### config.mk
export PLATFORM = sky130hd
export DESIGN_NAME = dec_mtrx_slew
export DESIGN_NICKNAME = d
export VERILOG_FILES = /design/src/rtl/dec_mtrx_slew.sv
export SDC_FILE = /design/constraint.sdc
export NUM_CORES = 1
export LEC_CHECK = 0
export CELL_PAD_IN_SITES_DETAIL_PLACEMENT = 1
export CELL_PAD_IN_SITES_GLOBAL_PLACEMENT = 1
export CORE_MARGIN = 2
export CORE_UTILIZATION = 43
export DETAILED_ROUTE_END_ITERATION = 12
export DONT_BUFFER_PORTS = 1
export GPL_ROUTABILITY_DRIVEN = 0
export PLACE_DENSITY = 0.79
export RECOVER_POWER = 100
export SLEW_MARGIN = 30
export SYNTH_ARGS = -nofsm -noshare
export SYNTH_HDL_FRONTEND = slang
export SYNTH_SLANG_ARGS = --single-unit
export TNS_END_PERCENT = 50
### constraint.sdc
create_clock -name dec_clk -period 11.9 [get_ports dec_clk]
set_input_delay 2.975 -clock dec_clk [delete_from_list [all_inputs] [get_ports dec_clk]]
set_output_delay 2.975 -clock dec_clk [all_outputs]
set_load 0.05 [all_outputs]
### src/rtl/dec_mtrx_slew.sv
// Capacitor-matrix decoder: offset-saturated matrix code to row/column thermometers,
// binary band code to band thermometer, with slew-limited stepping and band-settle hold.
module dec_mtrx_slew #(
    parameter int unsigned ROWS        = 16,
    parameter int unsigned COLS        = 16,
    parameter int unsigned MTRX_W      = 8,
    parameter int unsigned OS_W        = 2,
    parameter int unsigned BAND_W      = 8,
    parameter int unsigned BAND_N      = 32,
    parameter int unsigned MAX_STEP    = 4,
    parameter int unsigned BAND_SETTLE = 8
) (
    input  logic              dec_clk,
    input  logic              dec_rst_n,
    input  logic              csr_dec_en,
    input  logic [MTRX_W-1:0] s_mtrx,
    input  logic [OS_W-1:0]   os_bin,
    input  logic [BAND_W-1:0] s_band,
    output logic [COLS-1:0]   col_on,
    output logic [COLS-1:0]   col_off,
    output logic [ROWS-1:0]   row_p,
    output logic [ROWS-1:0]   row_n,
    output logic [BAND_N-1:0] band_thrm,
    output logic [MTRX_W-1:0] dec_code,
    output logic              dec_settled,
    output logic              dec_busy
);

    localparam int unsigned HC_W = (BAND_SETTLE > 1) ? $clog2(BAND_SETTLE) : 1;

    typedef enum logic [1:0] {
        S_IDLE      = 2'd0,
        S_TRACK     = 2'd1,
        S_BAND_HOLD = 2'd2
    } state_t;

    state_t            r_state, w_nxt_state;
    logic [MTRX_W-1:0] r_cur_code, r_tgt_code, w_nxt_code;
    logic [MTRX_W-1:0] w_diff, w_step, w_sat;
    logic [MTRX_W:0]   w_sum;
    logic [BAND_W-1:0] r_cur_band, r_tgt_band, w_nxt_band;
    logic [HC_W-1:0]   r_hold_cnt, w_nxt_hold;
    logic              r_settled;
    logic [COLS-1:0]   r_col_on;
    logic [ROWS-1:0]   r_row_p, r_row_n;
    logic [BAND_N-1:0] r_band_thrm;

    function automatic logic [COLS-1:0] f_col_on(input logic [MTRX_W-1:0] k);
        logic [COLS-1:0] v;
        v = '0;
        for (int unsigned j = 0; j < COLS; j++) v[j] = (32'(k) % COLS) > j;
        return v;
    endfunction

    function automatic logic [ROWS-1:0] f_row_n(input logic [MTRX_W-1:0] k);
        logic [ROWS-1:0] v;
        v = '0;
        for (int unsigned i = 0; i < ROWS; i++) v[i] = (32'(k) / COLS) > i;
        return v;
    endfunction

    function automatic logic [ROWS-1:0] f_row_p(input logic [MTRX_W-1:0] k);
        logic [ROWS-1:0] v;
        v = '0;
        for (int unsigned i = 0; i < ROWS; i++) v[i] = (32'(k) / COLS) >= i;
        return v;
    endfunction

    // Codes at or above BAND_N naturally give all ones.
    function automatic logic [BAND_N-1:0] f_band(input logic [BAND_W-1:0] b);
        logic [BAND_N-1:0] v;
        v = '0;
        for (int unsigned i = 0; i < BAND_N; i++) v[i] = 32'(b) > i;
        return v;
    endfunction

    assign w_sum  = {1'b0, s_mtrx} + (MTRX_W+1)'(os_bin);
    assign w_sat  = w_sum[MTRX_W] ? '1 : w_sum[MTRX_W-1:0];
    assign w_diff = (r_tgt_code > r_cur_code) ? (r_tgt_code - r_cur_code)
                                              : (r_cur_code - r_tgt_code);
    assign w_step = (w_diff > MTRX_W'(MAX_STEP)) ? MTRX_W'(MAX_STEP) : w_diff;

    always_comb begin
        w_nxt_state = r_state;
        w_nxt_code  = r_cur_code;
        w_nxt_band  = r_cur_band;
        w_nxt_hold  = r_hold_cnt;
        case (r_state)
            S_IDLE: begin
                if (csr_dec_en) begin
                    if (r_tgt_band != r_cur_band) begin
                        w_nxt_state = S_BAND_HOLD;
                        w_nxt_band  = r_tgt_band;
                        w_nxt_hold  = HC_W'(BAND_SETTLE - 1);
                    end else begin
                        w_nxt_state = S_TRACK;
                    end
                end
            end
            S_TRACK: begin
                if (!csr_dec_en) begin
                    w_nxt_state = S_IDLE;
                end else if (r_tgt_band != r_cur_band) begin
                    w_nxt_state = S_BAND_HOLD;
                    w_nxt_band  = r_tgt_band;
                    w_nxt_hold  = HC_W'(BAND_SETTLE - 1);
                end else if (r_tgt_code > r_cur_code) begin
                    w_nxt_code = r_cur_code + w_step;
                end else if (r_tgt_code < r_cur_code) begin
                    w_nxt_code = r_cur_code - w_step;
                end
            end
            S_BAND_HOLD: begin
                // A fresh band change restarts the settle window.
                if (r_tgt_band != r_cur_band) begin
                    w_nxt_band = r_tgt_band;
                    w_nxt_hold = HC_W'(BAND_SETTLE - 1);
                end else if (r_hold_cnt == '0) begin
                    w_nxt_state = csr_dec_en ? S_TRACK : S_IDLE;
                end else begin
                    w_nxt_hold = r_hold_cnt - 1'b1;
                end
            end
            default: w_nxt_state = S_IDLE;
        endcase
    end

    always_ff @(posedge dec_clk) begin
        if (!dec_rst_n) begin
            r_state    <= S_IDLE;
            r_cur_code <= '0;
            r_cur_band <= '0;
            r_hold_cnt <= '0;
        end else begin
            r_state    <= w_nxt_state;
            r_cur_code <= w_nxt_code;
            r_cur_band <= w_nxt_band;
            r_hold_cnt <= w_nxt_hold;
        end
    end

    always_ff @(posedge dec_clk) begin
        if (!dec_rst_n) begin
            r_tgt_code <= '0;
            r_tgt_band <= '0;
        end else if (csr_dec_en) begin
            r_tgt_code <= w_sat;
            r_tgt_band <= s_band;
        end
    end

    // Decodes are taken from the next-state values so outputs track dec_code in the same cycle.
    always_ff @(posedge dec_clk) begin
        if (!dec_rst_n) begin
            r_col_on    <= '0;
            r_row_p     <= ROWS'(1);
            r_row_n     <= '0;
            r_band_thrm <= '0;
            r_settled   <= 1'b0;
        end else begin
            r_col_on    <= f_col_on(w_nxt_code);
            r_row_p     <= f_row_p(w_nxt_code);
            r_row_n     <= f_row_n(w_nxt_code);
            r_band_thrm <= f_band(w_nxt_band);
            r_settled   <= (r_state == S_TRACK) && (r_cur_code == r_tgt_code);
        end
    end

    assign col_on      = r_col_on;
    assign col_off     = ~r_col_on;
    assign row_p       = r_row_p;
    assign row_n       = r_row_n;
    assign band_thrm   = r_band_thrm;
    assign dec_code    = r_cur_code;
    assign dec_settled = r_settled;
    assign dec_busy    = (r_state == S_BAND_HOLD);

endmodule

==> results of run 1 <==
[area by class of cell]
type                    count  area, µm²
repair buffers              2       7.51
inverters                  53        199
well taps                 172        215
clock buffers              10        229
flip-flops and latches    111       2220
clock inverters             6       61.3
multi-input cells         419       2900
fillers                  1500       6730
[per-stage QoR]
step                hold WS [ps]  instances  utilization [%]  power, W  cell area (µm²)
finish                       485        773             46.4  0.000952             5830
global route                 532        773             46.4  0.000992             5830
CTS                          489        773             46.9  0.000957             5890
detailed placement           474        757             44.5  0.000655             5600
global placement             457        757             44.5  0.000647             5600
floorplan                    440        613                -  0.000620             5550
[state kept, by name, summed over array words and instances (netlist names)]
signal,count
band_thrm,32
col_on,14
dec_code,7
dec_settled,1
r_cur_band,8
r_hold_cnt,3
r_state,2
r_tgt_band,8
r_tgt_code,8
row_n,13
row_p,15
[cells in the mapped netlist (all sizes together), types with 6 or more instances]
cell type	instances
a31oi	9
dfxtp	111
nor2	54
and2	7
clkbuf	13
a21oi	37
mux2	7
ha	35
o21ai	38
xor2	13
a211oi	7
o211ai	7
nor2b	9
o31ai	6
inv	52
nor3	16
nand3	8
buf	17
mux2i	21
xnor2	7
nand2	37
nand2b	9
a221oi	11
[worst register-to-register path, stage by stage, from the launching register on]
cell	delay (ps)
dfxtp_1	1390
inv_1	200
ha_1	440
o21ai_0	170
o21bai_1	240
o21ai_0	1320
mux2i_1	310
xnor2_1	270
nand4_1	230
nor4_1	730
fa_1	370
a211oi_1	110
or2_2	330
o41a_1	320
a21oi_1	120
o21ai_0	140
o211ai_1	130
clkbuf_1	660
o21ai_0	200
[cell usage in the layout (no fill, tap or decap), types with 4 or more instances in the layout]
cell type / count
nor3_1: 16
conb_1: 13
nand2_1: 37
o21ai_0: 38
a31oi_1: 9
a211oi_1: 6
a221oi_1: 11
inv_1: 52
nor2_1: 54
fa_1: 5
nand3b_1: 4
and2_1: 5
a21oi_1: 34
mux2_2: 5
xor2_1: 13
o211ai_1: 7
nand2b_1: 9
ha_1: 35
dfxtp_1: 111
or3_1: 4
xnor2_1: 6
nand3_1: 8
nor2b_1: 9
mux2i_1: 21
clkbuf_16: 9
o31ai_1: 5
[final timing paths]
check                                           startpoint                          to  slack, ps  cells past startpoint
worst min register to register  r_hold_cnt[2]$_SDFFE_PN0P_  r_hold_cnt[2]$_SDFFE_PN0P_        490                      1
worst max-delay path                   row_p[8]$_SDFF_PN0_         row_n[5]$_SDFF_PN0_       4070                     18
worst min-delay path            r_hold_cnt[2]$_SDFFE_PN0P_  r_hold_cnt[2]$_SDFFE_PN0P_        490                      1
worst max register to register         row_p[8]$_SDFF_PN0_         row_n[5]$_SDFF_PN0_       4070                     18
[per-layer routing]
layer	track usage, %	up-vias	routed length [µm]
met4	9.41	0	368
met1	25.2	2190	6260
li1	-	2074	-
met2	39.8	131	7880
met3	4.53	29	616
met5	0	-	0
[power by group through the flow]
stage               Sequential [W]  Combinational, W  Clock [W]
floorplan                 0.000483          0.000137          0
global placement          0.000489          0.000158          0
detailed placement        0.000490          0.000165          0
CTS                       0.000481          0.000168   0.000308
global route              0.000484          0.000184   0.000324
finish                    0.000481          0.000167   0.000305
[logic make-up (layout without fill, tap and decap cells)]
kind of cell	Yosys count	count (layout)
AND/OR/NAND/NOR	170	170
AO/OA/AOI/OAI	148	148
flip-flops	111	111
buffers and inverters	83	71
adder cells (fa/ha/maj)	40	40
multiplexers	28	28
XOR/XNOR	20	20
other	2	13
==> out/results.ini, run 1 <==
[floorplanning]
rows = 41
io_pins = 127
dieHeight_um = 117
die_area_um2 = 13700
coreArea_um2 = 12600
die_w_um = 117
start_util_pct = 43.8

[grt]
antenna_found_initial = 0
grt_pass1_wl_um = 23600
gr-total-overflow = 0
grt_max_degree = 47
grt_pass1_vias = 4609
grt.total_usage_pct = 22.1

[synthesis]
avgSynthCellArea_um2 = 9.15
async_flop_share_pct = 0
synth_area_um2 = 5510
synth_top_family_by_area = compound AO/OA/AOI/OAI gates
ys_warn_count = 0
ys_seq_area_share_pct = 40.3
synthCells = 602
synth.mux.area_fraction_pct = 5.32
synth_top_flop_cell = dfxtp_1
synth_fa_ha_area_share_pct = 9.77
yosys.area_share.simple_pct = 15.7
synth_compound_area_share_pct = 18.7
synth.distinct_cells = 82
synthXorXnorAreaFrac_pct = 3.18
synth-seq-cells = 111
yosysTopAreaCell = dfxtp_1
synth_edf_count = 0
netlist.area_leader.share_pct = 40.3
synth_area_leaders = dfxtp_1 40%, ha_1 8.0%, mux2i_1 3.8%

[clock_network]
holdBufCountCts = 0
insertion_delay_ps = 360
clockBufferDepth = 2
clkTransAtPathRegs_ps = 80
htreeDepth = 3
cts_inserted_buffers = 9
ctsResizeCount = 0
cts_tree = yes
cts_root_buf = clkbuf_16
clock_sinks = 111
post_cts_buffers = 0

[power]
p_comb_share_pct = 17.5
p_int_w = 0.000604
p_sw_share_pct = 36.5
power_density_nw_per_um2 = 163
cellLeakagePower_nw = 2.40
p_seq_share_pct = 50.5
p_switching_w = 0.000348
p_clk_share_pct = 32.0
vdd_drop_max_uv = 110

[sta]
period_minus_slack_ps = 7830
tns_ps = 0
worst_pin_slew_ps = 1650
rsz0062_at_grt = false
relSlewSlack_pct = -11.5
finalCritPeriodShare_pct = 65.8
finClkSkew_ps = 10.0
setup_slack_ps = 4070
hold_viol = 0
finalSetupViolCount = 0
fmax_mhz = 128
finalMaxSlewViolations = 31

[status]
failed_checks = capacitance limit, slew limit
status = finished with violations

[detailed_routing]
routed_wirelength_um = 15100
ant_nets = 0
drt-vias-per-instance = 5.72
drt-pass1-iter-count = 4
drt_iter0_markers = 183
route.vias.total = 4424
drc = 0
post_drt_wl_per_cell_um = 19.6

[worst_setup_path]
worst_path_max_delay_cell = dfxtp_1
end_kind = flop
path_buf_inv = 2
critical_path_arrival_ps = 8040
critPathRequiredTime_ps = 12110
path_cells = inv_1, ha_1, o21ai_0, o21bai_1, o21ai_0, mux2i_1, xnor2_1, nand4_1, nor4_1, fa_1, a211oi_1, or2_2, o41a_1, a21oi_1, o21ai_0, o211ai_1, clkbuf_1, o21ai_0
crit_type = reg2reg
critPathTopFamily = compound AO/OA/AOI/OAI gates
cp-start-kind = flop
crit_path_max_incr_delay_ps = 1390
cp_max_fo = 22
crit_top_cell = o21ai_0

[worst_hold_path]
hold_path.class = reg2reg

[placed_design]
dp_hpwl_um = 11200
dp_slack_ps = 5750
port_buffers = 0

[finish]
area_growth_syn_to_layout_pct = 5.93
fin_nets = 657
antennaDiodeCount = 0
drive_above_1_share_pct = 6.32

[job]
maxCapViolCount = 3

Note: power is estimated with default switching activity, not from simulation.
==> run 2, diff against run 1 <==
PLACE_DENSITY = 0.82   (was 0.79)
clock period = 6.92 ns   (was 11.9 ns; I/O delays follow)
==> run 2 against run 1 <==
  * The flow still finishes with violations (capacitance limit, slew limit)
  * Wire length decreased by 2.9%
  * Combinational power increased by 71%
  * Total power increased by 76%
  * Register-to-register slack got worse by 3400 ps
  * First-iteration DRC count decreased by 16%
  * Sequential power increased by 72%
  * Design area increased by 1.3%
  * Final cell count increased by 0.39%
  * Via count decreased by 0.50%
  * Hold slack improved by 15 ps
  * Clock-buffer cell count increased by 2
  * Critical path type unchanged
  * Largest cell class unchanged
  * Highest routed layer unchanged
==> out/results.ini, run 2 (synthesis results as in run 1) <==
[worst_setup_path]
setup.worst_path.start = dec_code[1]$_SDFF_PN0_
crit_path_max_incr_delay_ps = 890  ; -500 ps
crit_top_cell = ha_1
rr_startpoint = dec_code[1]$_SDFF_PN0_
crit_type = reg2reg
cp_max_fo = 9  ; -59%
critical_path_arrival_ps = 6500  ; -1540 ps
critPathRequiredTime_ps = 7190  ; -4920 ps
end_kind = flop
worst_path_max_delay_cell = dfxtp_1
path_cells = inv_1, ha_1, and4_2, and2_0, a21oi_2, mux2i_1, xor2_1, nand4_1, or4_1, ha_1, nor2b_1, o21a_1, a211oi_1, a221oi_1, o32ai_1, nand3_1, a21oi_1
cp-start-kind = flop

[status]
status = finished with violations
failed_checks = capacitance limit, slew limit

[grt]
gr-usage-met1_pct = 25.9  ; +0.69 points
grt_pass1_vias = 4603  ; -0.13%
grtUsageMet2_pct = 39.6  ; -0.19 points
grt_max_degree = 47  ; unchanged
grt_pass1_wl_um = 23700  ; +0.56%
gr-total-overflow = 0  ; unchanged
antenna_found_initial = 0  ; unchanged
met3_usage_pct = 5.15  ; +0.62 points
busiest_layer = met2
grt.total_usage_pct = 22.0  ; -0.025 points

[placed_design]
place_area_um2 = 5620  ; +0.40%
port_buffers = 0  ; unchanged
dp_hpwl_um = 11100  ; -1.6%
dp_slack_ps = 838  ; -4910 ps
dpl.cell_count = 760  ; +0.40%

[clock_network]
ctsResizeCount = 0  ; unchanged
clock_sinks = 111  ; unchanged
cts_inserted_buffers = 9  ; unchanged
clkTransAtPathRegs_ps = 70  ; about the same
htreeDepth = 3  ; unchanged
clockBufferDepth = 2  ; unchanged
insertion_delay_ps = 350  ; about the same
holdBufCountCts = 0  ; unchanged
cts_root_buf = clkbuf_16
cts_tree = yes
post_cts_buffers = 0  ; unchanged

[finish]
fin_area_um2 = 5910  ; +1.3%
antennaDiodeCount = 0  ; unchanged
fin_nets = 660  ; +0.46%
final_cells = 776  ; +0.39%
drive_above_1_share_pct = 7.78  ; +1.5 points
largest_reg_flops = 32  ; unchanged
final_cell_mix = 111 x dfxtp_1, 53 x nor2_1, 51 x inv_1
area_growth_syn_to_layout_pct = 7.29
layout_commonest_cell = dfxtp_1

[floorplanning]
die_area_um2 = 13700  ; unchanged
coreArea_um2 = 12600  ; unchanged
rows = 41  ; unchanged
die_w_um = 117  ; unchanged
io_pins = 127  ; unchanged
start_util_pct = 43.8  ; unchanged
dieHeight_um = 117  ; unchanged

[sta]
finalCritPeriodShare_pct = 90.1  ; +24 points
finalMaxSlewViolations = 50  ; +61%
rsz0062_at_grt = false
hold_viol = 0  ; unchanged
finClkSkew_ps = 6.96  ; -3.04 ps
setup_slack_ps = 683  ; -3380 ps
fmax_mhz = 160  ; +26%
finalSetupViolCount = 0  ; unchanged
worst_pin_slew_ps = 1980  ; +324 ps
period_minus_slack_ps = 6240  ; -1600 ps
relSlewSlack_pct = -31.9  ; -20 points
tns_ps = 0  ; unchanged

[detailed_routing]
routed_wirelength_um = 14700  ; -2.9%
drc = 0  ; unchanged
post_drt_wl_per_cell_um = 18.9  ; -3.2%
route.vias.total = 4402  ; -0.50%
ant_nets = 0  ; unchanged
drt-pass1-iter-count = 4  ; unchanged
drt_iter0_markers = 153  ; -16%
drt-vias-per-instance = 5.67  ; -0.88%

[worst_hold_path]
hp-start = r_hold_cnt[0]$_SDFFE_PN0P_
hold_path.class = reg2reg

[power]
power_w = 0.00167  ; +76%
power_density_nw_per_um2 = 283  ; +73%
cellLeakagePower_nw = 2.45  ; +1.8%
vdd_drop_max_uv = 213  ; +93%

[job]
maxCapViolCount = 2  ; -1

[run 2: critical path: cells and delay by family (launching register included)]
kind	cells	cell delay [ps]
adders and majority gates	2	700
muxes	1	320
xor gates and xnor gates	1	210
buffers and inverters	1	270
AOI/OAI and AO/OA	6	2130
and+or+nand+nor	6	1610
DFF	1	890
[run 2: routing by layer]
layer / up-vias / part of all wire, %
li1: 2081 / -
met1: 2181 / 42
met2: 117 / 52
met3: 23 / 4.0
met4: 0 / 1.8
met5: - / 0
[run 2: final timing paths]
check / slack (ps) / to / cells past startpoint
setup / recovery: 680 / row_n[10]$_SDFF_PN0_ / 17
hold / removal: 500 / r_hold_cnt[0]$_SDFFE_PN0P_ / 1
setup reg to reg: 680 / row_n[10]$_SDFF_PN0_ / 17
hold reg to reg: 500 / r_hold_cnt[0]$_SDFFE_PN0P_ / 1
[run 2: cell type report]
class	count	area, µm²
sequential	111	2220
fill	1445	6660
inverter	53	199
clock inverter	4	58.8
multi-input combinational	419	2920
clock buffer	12	267
timing repair buffer	5	27.5
tap	172	215
[run 2: per-stage QoR]
stage,hold slack (ps),util (%)
finish,501,47.0
global route,519,47.0
CTS,499,47.3
detailed placement,484,44.7
global placement,453,44.7
floorplan,440,-
[run 2: where the power goes]
part | internal, W | leakage, nW | total, W | switching, W
Clock | 0.000315 | 0.161 | 0.000559 | 0.000244
Sequential | 0.000685 | 0.907 | 0.000826 | 0.000142
Combinational | 0.000101 | 1.38 | 0.000286 | 0.000185
